[config.mk]
export PLATFORM = sky130hd
export DESIGN_NAME = skew_stager_flat
export DESIGN_NICKNAME = d
export VERILOG_FILES = /design/src/rtl/skew_stager_if.sv /design/src/rtl/skew_stager.sv /design/src/flat_wrapper.sv
export SDC_FILE = /design/constraint.sdc
export NUM_CORES = 1
export LEC_CHECK = 0
export BUFFER_PORTS_ARGS = -buffer_cell sky130_fd_sc_hd__buf_4
export CELL_PAD_IN_SITES_DETAIL_PLACEMENT = 2
export CELL_PAD_IN_SITES_GLOBAL_PLACEMENT = 2
export CORE_MARGIN = 1
export CORE_UTILIZATION = 31
export DETAILED_ROUTE_END_ITERATION = 8
export PLACE_DENSITY = 0.85
export SKIP_CTS_REPAIR_TIMING = 1
export SKIP_LAST_GASP = 1
export SLEW_MARGIN = 20
export SYNTH_ARGS = -nofsm -noshare
export SYNTH_HDL_FRONTEND = slang
export SYNTH_SLANG_ARGS = --single-unit
[constraint.sdc]
create_clock -name clk -period 1.55 [get_ports clk]
set_input_delay 0.155 -clock clk [delete_from_list [all_inputs] [get_ports clk]]
set_output_delay 0.155 -clock clk [all_outputs]
set_load 0.1 [all_outputs]
[src/rtl/skew_stager_if.sv]
// skew_stager_if: valid/ready bundle for both sides of the skew stager.
// master = producer/consumer side, slave = the stager itself.
interface skew_stager_if #(
    parameter int LANES  = 4,
    parameter int LANE_W = 4
) ();
    localparam int DATA_W = LANES * LANE_W;

    logic [DATA_W-1:0] in_data_i;
    logic              in_valid_i;
    logic              in_last_i;
    logic              in_ready_o;
    logic [DATA_W-1:0] out_data_o;
    logic              out_valid_o;
    logic              out_last_o;
    logic              out_ready_i;
    logic              busy_o;

    modport master (
        output in_data_i, in_valid_i, in_last_i, out_ready_i,
        input  in_ready_o, out_data_o, out_valid_o, out_last_o, busy_o
    );

    modport slave (
        input  in_data_i, in_valid_i, in_last_i, out_ready_i,
        output in_ready_o, out_data_o, out_valid_o, out_last_o, busy_o
    );
endinterface

[src/rtl/skew_stager.sv]
// skew_stager: lane j delayed j beats, self-draining frame tail.
// Optional macro SKEW_BYPASS_EN adds bypass_i for unskewed frames.
module skew_stager #(
    parameter int LANES  = 4,
    parameter int LANE_W = 4
) (
    input  logic clk,
    input  logic rst,
`ifdef SKEW_BYPASS_EN
    input  logic bypass_i,
`endif
    skew_stager_if.slave bus
);
    localparam int DATA_W = LANES * LANE_W;
    localparam int CW     = (LANES > 2) ? $clog2(LANES - 1) : 1;

    typedef enum logic [1:0] {IDLE, STREAM, DRAIN} state_t;

    state_t            r_state;
    logic [CW-1:0]     r_cnt;
    logic [DATA_W-1:0] r_out_data;
    logic              r_out_valid;
    logic              r_out_last;

    logic              w_adv;
    logic              w_accept;
    logic              w_beat;
    logic              w_end;
    logic              w_byp;
    logic              w_short;
    logic [DATA_W-1:0] w_word;
    logic [DATA_W-1:0] w_skew;

    assign w_adv    = !r_out_valid || bus.out_ready_i;
    assign w_accept = w_adv && (r_state != DRAIN) && bus.in_valid_i;
    assign w_beat   = w_accept || (w_adv && (r_state == DRAIN));
    assign w_end    = w_accept && bus.in_last_i;
    assign w_word   = w_accept ? bus.in_data_i : '0;
    assign w_short  = (LANES == 1) || w_byp;

`ifdef SKEW_BYPASS_EN
    logic r_byp;

    // Flag is captured on the frame's first word and held to frame end.
    assign w_byp = (r_state == IDLE) ? bypass_i : r_byp;

    always_ff @(posedge clk) begin
        if (rst) begin
            r_byp <= 1'b0;
        end else if (w_accept && (r_state == IDLE)) begin
            r_byp <= bypass_i;
        end
    end
`else
    assign w_byp = 1'b0;
`endif

    assign w_skew[LANE_W-1:0] = w_word[LANE_W-1:0];

    // Lane g keeps its last g lane values; the oldest sits at the top.
    for (genvar g = 1; g < LANES; g++) begin : g_lane
        logic [g*LANE_W-1:0] r_sr;

        if (g == 1) begin : g_one
            always_ff @(posedge clk) begin
                if (rst) begin
                    r_sr <= '0;
                end else if (w_beat && !w_byp) begin
                    r_sr <= w_word[g*LANE_W +: LANE_W];
                end
            end
        end else begin : g_many
            always_ff @(posedge clk) begin
                if (rst) begin
                    r_sr <= '0;
                end else if (w_beat && !w_byp) begin
                    r_sr <= {r_sr[(g-1)*LANE_W-1:0],
                             w_word[g*LANE_W +: LANE_W]};
                end
            end
        end

        assign w_skew[g*LANE_W +: LANE_W] = r_sr[g*LANE_W-1 -: LANE_W];
    end

    always_ff @(posedge clk) begin
        if (rst) begin
            r_state     <= IDLE;
            r_cnt       <= '0;
            r_out_data  <= '0;
            r_out_valid <= 1'b0;
            r_out_last  <= 1'b0;
        end else begin
            if (w_beat) begin
                r_out_valid <= 1'b1;
                r_out_data  <= w_byp ? w_word : w_skew;
                r_out_last  <= (w_end && w_short) ||
                               ((r_state == DRAIN) && (r_cnt == '0));
            end else if (w_adv) begin
                r_out_valid <= 1'b0;
                r_out_last  <= 1'b0;
            end

            unique case (r_state)
                IDLE, STREAM: begin
                    if (w_end) begin
                        if (w_short) begin
                            r_state <= IDLE;
                        end else begin
                            r_state <= DRAIN;
                            r_cnt   <= CW'(LANES - 2);
                        end
                    end else if (w_accept) begin
                        r_state <= STREAM;
                    end
                end
                DRAIN: begin
                    if (w_adv) begin
                        if (r_cnt == '0) begin
                            r_state <= IDLE;
                        end else begin
                            r_cnt <= r_cnt - 1'b1;
                        end
                    end
                end
                default: r_state <= IDLE;
            endcase
        end
    end

    assign bus.in_ready_o  = w_adv && (r_state != DRAIN);
    assign bus.out_data_o  = r_out_data;
    assign bus.out_valid_o = r_out_valid;
    assign bus.out_last_o  = r_out_last;
    assign bus.busy_o      = (r_state != IDLE) || r_out_valid;
endmodule

[src/flat_wrapper.sv]
// flat-port wrapper written by rule: the top's interface ports become plain ports
module skew_stager_flat 
#(
    parameter int LANES  = 4,
    parameter int LANE_W = 4
)
  (clk, rst, bus_in_data_i, bus_in_valid_i, bus_in_last_i, bus_out_ready_i, bus_in_ready_o, bus_out_data_o, bus_out_valid_o, bus_out_last_o, bus_busy_o);
  skew_stager_if #(.LANES(LANES), .LANE_W(LANE_W)) bus_i ();
  input  logic clk;
  input  logic rst;
  input wire logic [$bits(bus_i.in_data_i)-1:0] bus_in_data_i;
  input wire logic [$bits(bus_i.in_valid_i)-1:0] bus_in_valid_i;
  input wire logic [$bits(bus_i.in_last_i)-1:0] bus_in_last_i;
  input wire logic [$bits(bus_i.out_ready_i)-1:0] bus_out_ready_i;
  output wire logic [$bits(bus_i.in_ready_o)-1:0] bus_in_ready_o;
  output wire logic [$bits(bus_i.out_data_o)-1:0] bus_out_data_o;
  output wire logic [$bits(bus_i.out_valid_o)-1:0] bus_out_valid_o;
  output wire logic [$bits(bus_i.out_last_o)-1:0] bus_out_last_o;
  output wire logic [$bits(bus_i.busy_o)-1:0] bus_busy_o;
  assign bus_i.in_data_i = bus_in_data_i;
  assign bus_i.in_valid_i = bus_in_valid_i;
  assign bus_i.in_last_i = bus_in_last_i;
  assign bus_i.out_ready_i = bus_out_ready_i;
  assign bus_in_ready_o = bus_i.in_ready_o;
  assign bus_out_data_o = bus_i.out_data_o;
  assign bus_out_valid_o = bus_i.out_valid_o;
  assign bus_out_last_o = bus_i.out_last_o;
  assign bus_busy_o = bus_i.busy_o;
  skew_stager #(.LANES(LANES), .LANE_W(LANE_W)) u_core (.clk(clk), .rst(rst), .bus(bus_i));
endmodule
==> results.txt <==
The flow ran to the end, and the final reports show no timing, DRC or antenna violations. The worst register-to-register path begins at u_core.r_state[0]. For the remaining global-route overflow, the log shows 0. Cell internal power was estimated by the tool at 0.00187 W. The via density per instance was 4.77; the fraction of post-synthesis cell area in the top cell type by area was 52.5%. The die covers 0.00596 mm2. In this run the clock root is driven by a sky130_fd_sc_hd__clkbuf_8. 41 I/O pins were placed. The run gives 47 as the pin count of the biggest net entering global routing. The count of inserted antenna diode cells was 0. The synthesized netlist contains 26 unique library cells. Number of failing hold endpoints at the final stage: 0. The average routed wire per standard cell works out to 14.9 um.

After synthesis, the cell types taking the most area are sky130_fd_sc_hd__dfxtp_1 (53%), sky130_fd_sc_hd__nand2_1 (11%), sky130_fd_sc_hd__a21oi_1 (7.4%). The die is 77.2 um wide. Across all hold checks on the routed design, the worst slack comes to 0.0814 ns. After synthesis the netlist holds a flip-flop and latch count of 46.

The logs give 0 for the number of maximum-capacitance constraint violations and 1441 for the via count. The sink count of the clock tree came out at 46. The completed layout was analyzed and its total power is 0.00266 W. The tools report the launch point of the worst hold path as bus_in_data_i[14].

The largest fanout on the critical path came out at 6. The register area share after synthesis was 52.5%. The critical path is of the reg -> out type.

The global-route wire length before repair is 7450 um. STA classifies the critical path endpoint as a primary output. TritonCTS built the clock tree. The critical path goes through and2b_4 -> nor2_4 -> buf_4. Summed over all nets, the switching power comes to 0.000785 W.

The finished layout holds 302 standard cells, fillers aside. Critical path's slowest cell: sky130_fd_sc_hd__dfxtp_1. The number of buffers added on ports works out to 40. The share of post-route cells with drive strength above 1 works out to 30.4%. The normalized max-slew margin is 68.6%. In this run the static leakage power is 0.855 nW. The number of nets still failing antenna checks after routing is 0, and the number of synthesized flops with an enable pin is 0. For this configuration, the core starts out at a cell density of 32.0%. For this run, asynchronously set or reset flops after synthesis account for 0%. The fraction of the cycle the final worst path needs works out to 95.0%. The tools report the number of global-route vias before repair as 1471.

The source-to-sink clock delay at the later pin of the worst-skew pair came out at 0.30 ns. STA classifies the critical path startpoint as a register. For the multi-input logic area, the log shows 743 um2.

From synthesis to final layout, the design area changed by 27.3%. The worst-case IR drop observed on VDD is 0.441 mV. Counting every net in the synthesized netlist gives 215. Clock-pin slew was measured on the worst setup and hold paths at 0.09 ns. Before CTS, the worst setup slack after placement is 0.175 ns.

The detailed-routing wirelength on met1 is 2130 um, and the number of remaining DRC errors is 0. Path category of the worst min-delay check: in -> reg. The run gives 0.00473 ns as the final worst clock skew.

Fill cells in the final layout number 623. For this run, the number of Yosys warnings is 0. The synthesized netlist cell count is 193. The switching share of power is 29.5%. On the worst path, the slowest cell contributes a delay of 0.39 ns. Counting the buffers created by CTS gives 5.

The most used flip-flop cell after synthesis was sky130_fd_sc_hd__dfxtp_1. Including well taps, the total number of placed cells is 294. By count the netlist is led by sky130_fd_sc_hd__nand2_1 (50), sky130_fd_sc_hd__dfxtp_1 (46), sky130_fd_sc_hd__a21oi_1 (26). Timing would allow up to 0.679 GHz.

The detailed router used layers up to and including met4. In this run the vertical extent of the chip is 77.2 um. The logs give 0 for the number of pins with negative max-slew slack in the final report and 15.9% for the global-route usage over all layers. For the number of DRC markers in iteration 0, the log shows 78. The number of antenna violations at the first check in global routing is 0, and the total length of routed met2 wires is 2180 um. The number of H-tree branching levels is 2.

The routed wire length came out at 4490 um. For the relative contribution of sequential cells to total power, the log shows 47.7%. The first detailed-routing pass ran for 4 iterations.

For the cell row count, the log shows 27. Of all cell types, the one taking the most synthesized area is sky130_fd_sc_hd__dfxtp_1. Summed over all nets, wire length on met3 after detailed routing comes to 150 um. Setup repair after global routing left no endpoint under its margin. At the pin with the least slew margin, the transition time is 0.470 ns.

Detailed placement finished with a half-perimeter wire length of 3000 um. The run gives 0.00547 mm2 as the area of the core region. Share of total power in combinational logic: 18.1%. Setup violations remaining at the end of the flow were counted as 0. Dividing total power by cell area gives a power density of 1190 mW/mm2.

The final layout contains 251 nets. The final critical delay including setup and external delays works out to 1.47 ns. Summing all flip-flop and latch instances after layout gives 926 um2.

The share of total power dissipated in the clock network is 34.2%. The most instantiated library cell after synthesis is sky130_fd_sc_hd__nand2_1. The critical path starts at u_core.r_state[0]. The clock passes through at most 2 buffers. The logs give 0.706 for the placer congestion estimate and 0.0778 ns for the smallest setup slack after layout. In the final timing run, aggregate negative setup slack is 0 ns.

In this run the cell area of the synthesized design comes to 0.00175 mm2. The run gives 1.32 ns as the endpoint arrival time on the critical path. The mean area per synthesized cell was 9.08 um2; the required time of the critical path was 1.39 ns.
## cells by family after synthesis
| family | Yosys count | share of synthesized area (%) |
|---|---|---|
| xor gates and xnor gates | 1 | 0.500 |
| adders and majority gates | 1 | 0.714 |
| and+or+nand+nor | 83 | 20.3 |
| AOI/OAI and AO/OA | 47 | 20.1 |
| buffers and inverters | 15 | 5.78 |
| DFF | 46 | 52.5 |
## metal layers
metal	global-route usage, %	vias up
li1	-	716
met1	20.9	694
met2	25.8	27
met3	4.17	4
met4	4.15	0
met5	0	-
## registers in the layout, indices dropped and copies added (netlist names)
signal,count
u_core.bus.out_data_o,16
u_core.bus.out_last_o,1
u_core.bus.out_valid_o,1
u_core.g_lane.r_sr,24
u_core.r_cnt,2
u_core.r_state,2
## power by group through the flow
stage,clock (W),sequential [W],combinational [W]
finish,0.000909,0.00127,0.000482
global route,0.000992,0.00127,0.000510
CTS,0.000944,0.00127,0.000473
detailed placement,0,0.00129,0.000469
global placement,0,0.00129,0.000460
floorplan,0,0.00139,0.000249
## cell type report
type / instances / share of cell area [%]
inverters: 2 / 0.336
repair buffers: 42 / 15.8
clock inverters: 3 / 1.96
well taps: 72 / 4.04
multi-input cells: 132 / 33.3
flip-flops and latches: 46 / 41.5
clock buffers: 5 / 3.08
## critical path, delay by kind of cell, from the launching register on
family	cells	cell delay, ns
flops	1	0.39
buf+inv	1	0.29
simple gates	2	0.35
## path summary, 6_finish.rpt
check	to	slack, ns	cells after the start
setup reg to reg	u_core.r_state[0]	0.17	5
setup / recovery	bus_in_ready_o	0.08	3
hold / removal	u_core.g_lane[3].r_sr[2]	0.08	3
hold reg to reg	u_core.bus.out_data_o[4]	0.46	2
## cells in the final DEF (no fill, tap or decap), drive strengths merged
| master | netlist | layout |
|---|---|---|
| ha | 1 | 1 |
| and3 | 1 | 1 |
| buf | 8 | 42 |
| nor2 | 21 | 21 |
| nand3 | 1 | 1 |
| o21a | 1 | 1 |
| a21oi | 26 | 26 |
| clkinv | 0 | 1 |
| o21ai | 1 | 1 |
| clkbuf | 5 | 5 |
| xnor2 | 1 | 1 |
| inv | 2 | 3 |
| a31oi | 1 | 1 |
| nand2 | 50 | 50 |
| o22ai | 1 | 1 |
| dfxtp | 46 | 46 |
| a311oi | 1 | 1 |
| bufinv | 0 | 1 |
| and2b | 2 | 2 |
| a22oi | 16 | 16 |
| nand2b | 2 | 2 |
| nor3 | 5 | 5 |
| or3 | 1 | 1 |
## stage by stage
stage	instance area (um2)	util (%)
3_3_place_gp	2100	38.4
3_5_place_dp	2100	38.4
6_report	2230	40.8
2_1_floorplan	1770	-
4_1_cts	2210	40.5
5_1_grt	2230	40.8
No activity file was read; power rests on OpenSTA's default activity.
